File: src/rtl/data_mem_ctrl.sv
// Word-organised data memory behind a fixed-latency load/store port.
// Byte/half/word lanes, alignment and range faults, completion counter.
module data_mem_ctrl #(
  parameter logic [31:0] ADDR_BASE   = 32'h1001_0000,
  parameter int          DEPTH_WORDS = 32,
  parameter int          WAIT_CYCLES = 1
) (
  input  logic        clk,
  input  logic        rst_n,
  input  logic        req,
  input  logic        we,
  input  logic [1:0]  size,
  input  logic        sign_ext,
  input  logic [31:0] addr,
  input  logic [31:0] wdata,
  output logic        busy,
  output logic        ready,
  output logic [31:0] rdata,
  output logic        fault,
  output logic [15:0] access_cnt
);

  localparam int          AW    = $clog2(DEPTH_WORDS);
  localparam logic [31:0] LIMIT = 32'(DEPTH_WORDS * 4);
  localparam logic [3:0]  WC    = 4'(WAIT_CYCLES);

  typedef enum logic [1:0] {
    IDLE,
    WAIT,
    ACCESS
  } state_t;

  state_t          state_q;
  logic [3:0]      wcnt_q;
  logic            we_q;
  logic            sx_q;
  logic            flt_q;
  logic [1:0]      size_q;
  logic [31:0]     wdata_q;
  logic [AW+1:0]   off_q;
  logic            busy_q;
  logic            ready_q;
  logic            fault_q;
  logic [31:0]     rdata_q;
  logic [15:0]     access_cnt_q;

  logic [31:0]     mem [DEPTH_WORDS];

  logic [31:0]     off_d;
  logic            flt_d;
  logic [AW-1:0]   idx;
  logic [1:0]      lane;
  logic [31:0]     word_r;
  logic [31:0]     shifted;
  logic [31:0]     ld_val;
  logic [31:0]     st_word;
  logic            do_store;

  // Offset decode and fault classification at acceptance time
  always_comb begin
    off_d = addr - ADDR_BASE;
    flt_d = (size == 2'b11)
          | ((size == 2'b01) & off_d[0])
          | ((size == 2'b10) & (|off_d[1:0]))
          | (off_d >= LIMIT);
  end

  assign idx    = off_q[AW+1:2];
  assign lane   = off_q[1:0];
  assign word_r = mem[idx];

  // Load lane extraction with optional sign extension
  always_comb begin
    shifted = word_r >> {lane, 3'b000};
    ld_val  = word_r;
    case (size_q)
      2'b00:
        ld_val = sx_q ? {{24{shifted[7]}}, shifted[7:0]}
                      : {24'b0, shifted[7:0]};
      2'b01:
        ld_val = sx_q ? {{16{shifted[15]}}, shifted[15:0]}
                      : {16'b0, shifted[15:0]};
      default:
        ld_val = word_r;
    endcase
  end

  // Store merge: only the addressed lanes change
  always_comb begin
    st_word = word_r;
    case (size_q)
      2'b00:   st_word[{lane, 3'b000} +: 8] = wdata_q[7:0];
      2'b01:   st_word[{lane[1], 4'b0000} +: 16] = wdata_q[15:0];
      default: st_word = wdata_q;
    endcase
  end

  assign do_store = rst_n & (state_q == ACCESS) & we_q & ~flt_q;

  // Storage array, deliberately not reset
  always_ff @(posedge clk) begin
    if (do_store) mem[idx] <= st_word;
  end

  // Access sequencer with registered handshake outputs
  always_ff @(posedge clk or negedge rst_n) begin
    if (!rst_n) begin
      state_q      <= IDLE;
      wcnt_q       <= '0;
      we_q         <= 1'b0;
      sx_q         <= 1'b0;
      flt_q        <= 1'b0;
      size_q       <= '0;
      wdata_q      <= '0;
      off_q        <= '0;
      busy_q       <= 1'b0;
      ready_q      <= 1'b0;
      fault_q      <= 1'b0;
      rdata_q      <= '0;
      access_cnt_q <= '0;
    end else begin
      ready_q <= 1'b0;
      fault_q <= 1'b0;
      rdata_q <= '0;
      unique case (state_q)
        IDLE: begin
          if (req) begin
            we_q    <= we;
            sx_q    <= sign_ext;
            size_q  <= size;
            wdata_q <= wdata;
            off_q   <= off_d[AW+1:0];
            flt_q   <= flt_d;
            busy_q  <= 1'b1;
            if (WC == 4'd0) begin
              state_q <= ACCESS;
              wcnt_q  <= '0;
            end else begin
              state_q <= WAIT;
              wcnt_q  <= WC;
            end
          end
        end
        WAIT: begin
          wcnt_q <= wcnt_q - 4'd1;
          if (wcnt_q <= 4'd1) state_q <= ACCESS;
        end
        ACCESS: begin
          state_q <= IDLE;
          busy_q  <= 1'b0;
          ready_q <= 1'b1;
          fault_q <= flt_q;
          if (!flt_q) begin
            access_cnt_q <= access_cnt_q + 16'd1;
            if (!we_q) rdata_q <= ld_val;
          end
        end
        default: state_q <= IDLE;
      endcase
    end
  end

  assign busy       = busy_q;
  assign ready      = ready_q;
  assign rdata      = rdata_q;
  assign fault      = fault_q;
  assign access_cnt = access_cnt_q;

endmodule
File: config.mk
export PLATFORM = sky130hd
export DESIGN_NAME = data_mem_ctrl
export DESIGN_NICKNAME = d
export VERILOG_FILES = /design/src/rtl/data_mem_ctrl.sv
export SDC_FILE = /design/constraint.sdc
export NUM_CORES = 1
export LEC_CHECK = 0
export CORE_UTILIZATION = 43
export CTS_CLUSTER_DIAMETER = 80
export DETAILED_ROUTE_END_ITERATION = 7
export PLACE_DENSITY = 0.66
export SYNTH_ARGS = -nofsm -noshare
export SYNTH_HDL_FRONTEND = slang
export SYNTH_SLANG_ARGS = --single-unit
File: constraint.sdc
create_clock -name clk -period 4 [get_ports clk]
set_clock_uncertainty 0.15 [all_clocks]
set_input_delay 0.8 -clock clk [delete_from_list [all_inputs] [get_ports clk]]
set_output_delay 0.8 -clock clk [all_outputs]
set_load 0.02 [all_outputs]
==> metrics.txt <==
status=finished with violations; failing checks=DRC; most common cell in the synthesized netlist=edfxtp_1; relative slew slack=23.21%; Mapped Area=44290 sq um; hold_ws=0.1297 ns; Cell variety after synth=59; clock share of power=24.4%; Worst Tran Pin Value=1.152 ns; number of buffers created by CTS=106; R2R depth=7; die width=323.0 um; Num Clock Sinks=1125; post-synthesis sequential area ratio=75.13%; Routed Antenna Nets=0; initial core utilization=43.47%; Placer Congestion=0.8896; Yosys Warn Count=0; Synth Net Count=2569; RSZ-0062 raised after global routing=false; count of buffers from port buffering=121; Post-synth top cells=1024 x edfxtp_1, 296 x mux2i_1, 189 x nand2_1; Logic pwr share=33.9%; crit path DAT=3.97 ns; Synth area leaders=edfxtp_1 69%, mux2i_1 6.7%, dfrtp_1 5.7%; part of the cycle the worst path needs=93.17%; drt drc=14; worst-path cell chain=buf_12 -> mux4_2 -> a22oi_1 -> nand4_1 -> a221oi_1 -> o31ai_2 -> buf_4; largest area contributor in the netlist=edfxtp_1; worst skew pair latency=0.70 ns; crit path launch=off_q[2]$_DFFE_PN0P_; Psw=14.52 mW; Pleak=17.65 nW; pin count of the biggest net entering global routing=84; Peak Freq=268.3 MHz; Fill cells=8131; Max rail drop VDD=0.5576 mV; Max Buffers Root-to-Sink=3; Worst Path Required=4.24 ns; #FFs+latches synth=1125; initial antenna violation count=2; Hold Fails Final Rpt=0; Nets=2845; count of flip-flops with a built-in enable after synthesis=1024; crit-path max FO=59; family with the most delay on the worst path=compound AO/OA/AOI/OAI gates; Ports=122; CTS clk-pin slew, worst paths=0.07 ns; Worst setup SP type=flop; CTS tree=built; Worst R2R Start=off_q[2]$_DFFE_PN0P_; ys async rst share=8.978%; die height=323.0 um; Global Route Usage Sum=24.75%; switching share of total power=34.79%; sum of negative setup slack=0 ns; DR iter-0 viols=3576; area of the multi-input gates=10580 sq um; GRT met3 Usage=6.574%; clk root buf=clkbuf_16; CP bufs+invs=2; cts repair resizes=0; placed cell areas=48720 sq um; max cap viols=0; routed len/inst=30.54 um; Most used DFF post-synth=edfxtp_1; DR pass1 iterations=8; Reg-to-Reg End=mem[2][29]$_DFFE_PP_; post-route insts no fill=4226; critical path type=flop to flop; total die area=104300 sq um; Via-to-Cell Ratio=6.135; final WL=129100 um; CP max stage cell=mux4_2; Reg area=33290 sq um; grt ovf=0; Synth Instances=2490; minimum clock period=3.727 ns; # H-tree levels=3; Internal=27.21 mW; via count=25930; hold buffers post-CTS=0; CP peak stage delay=0.59 ns; setup ws final=0.2732 ns; vias in the first global route=25380; GRT met1 Usage=32.78%; Finish-stage setup viols=0; Worst R2R Setup Slack=0.27 ns; Most Crowded Layer GR=met2; Mapped Avg Cell Area=17.79 sq um; first-pass GRT wire length=181300 um; sequential power share=41.7%; DP HPWL=76670 um; grt met2 use=38.93%; placed instance count=4024; site row count=117; PD cells=798.3 nW/um^2; Max Slew Vio Count=0; Setup Buffers After CTS=0; Place WS=0.2251 ns; post-route cell area=52270 sq um; critical path endpoint category=flop; area share of the leading cell type in the synthesized netlist=69.42%; layout cell share with drive strength beyond 1=18.98%; Worst Hold Class=input pin to async pin; area grow syn2layout=18.00%; core box area=101900 sq um
[cell families (layout without fill, tap and decap cells)]
logic type | count (synthesis) | count (layout) | synth area share [%]
xor+xnor | 16 | 16 | 0.3164
compound gates | 386 | 386 | 6.008
simple gates | 383 | 383 | 4.231
other cells | 0 | 2 | 0
mux | 410 | 410 | 12.43
fa+ha+maj | 8 | 8 | 0.2260
flops | 1125 | 1125 | 75.13
buf+inv | 162 | 528 | 1.658
[power groups by stage]
stage               Sequential [mW]  Clock, mW  Combinational, mW
global placement               17.6          0               13.3
floorplan                      17.5          0               8.28
detailed placement             17.6          0               13.8
global route                   17.4       10.7               14.9
finish                         17.4       10.2               14.1
CTS                            17.3       10.3               13.9
[stage by stage]
step	utilization (%)	total power [mW]
global route	51.29	43.02
detailed placement	47.82	31.39
CTS	51.28	41.48
floorplan	-	25.77
global placement	47.82	30.91
finish	51.30	41.72
[flip-flops by register name, summed over array words and instances (netlist names)]
register,flops
state_q,2
flt_q,1
fault,1
off_q,7
sx_q,1
wdata_q,32
we_q,1
rdata,32
wcnt_q,4
mem,1024
size_q,2
busy,1
ready,1
access_cnt,16
[worst register-to-register path: stages, from the launching register on]
cell and delay [ns]:
dfrtp_4 0.56, buf_12 0.42, mux4_2 0.68, a22oi_1 0.23
nand4_1 0.49, a221oi_1 0.46, o31ai_2 0.13, buf_4 0.29
[layout by cell type (no fill, tap or decap), types with 9 or more instances in the layout]
cell / netlist / final
clkinv_2: 0 / 25
mux4_2: 112 / 112
nor3_1: 10 / 9
buf_12: 0 / 34
nand3_1: 12 / 12
o21ai_1: 1 / 24
inv_1: 9 / 9
nor2_4: 0 / 32
clkinv_1: 3 / 24
mux2i_1: 296 / 296
edfxtp_1: 1024 / 1024
o22ai_1: 148 / 148
nor4_1: 42 / 42
clkbuf_1: 71 / 14
a22oi_1: 96 / 96
clkbuf_16: 0 / 108
nand3b_1: 10 / 10
a21oi_1: 36 / 36
dfrtp_1: 101 / 98
a311oi_2: 12 / 12
nor2_1: 50 / 18
nand4_1: 21 / 21
xnor2_1: 12 / 12
o21ai_0: 46 / 22
bufinv_16: 0 / 13
buf_4: 5 / 164
nand2_1: 189 / 189
clkdlybuf4s50_1: 0 / 120
[worst max path at each step]
stage / to / slack (ns) / cells past startpoint
2_1_floorplan: mem[0][0]$_DFFE_PP_ / 0.09 / 9
3_3_place_gp: mem[4][25]$_DFFE_PP_ / 0.33 / 7
3_5_place_dp: mem[6][25]$_DFFE_PP_ / 0.23 / 7
4_1_cts: mem[5][25]$_DFFE_PP_ / 0.19 / 7
5_1_grt: mem[11][28]$_DFFE_PP_ / 0.10 / 8
6_report: mem[2][29]$_DFFE_PP_ / 0.27 / 7
[cell type report]
class | instances | area share, %
multi-input combinational | 1203 | 20.25
timing repair buffer | 318 | 5.956
antenna | 2 | 0.009576
sequential | 1125 | 63.68
inverter | 12 | 0.08618
clock inverter | 73 | 1.391
tap | 1368 | 3.275
clock buffer | 125 | 5.350
[layer usage]
| layer | vias up | share of wire [%] |
|---|---|---|
| met2 | 1614 | 46 |
| li1 | 10650 | - |
| met4 | 0 | 3.8 |
| met5 | - | 0 |
| met3 | 288 | 12 |
| met1 | 13370 | 38 |
No activity file was read; power rests on OpenSTA's default activity.
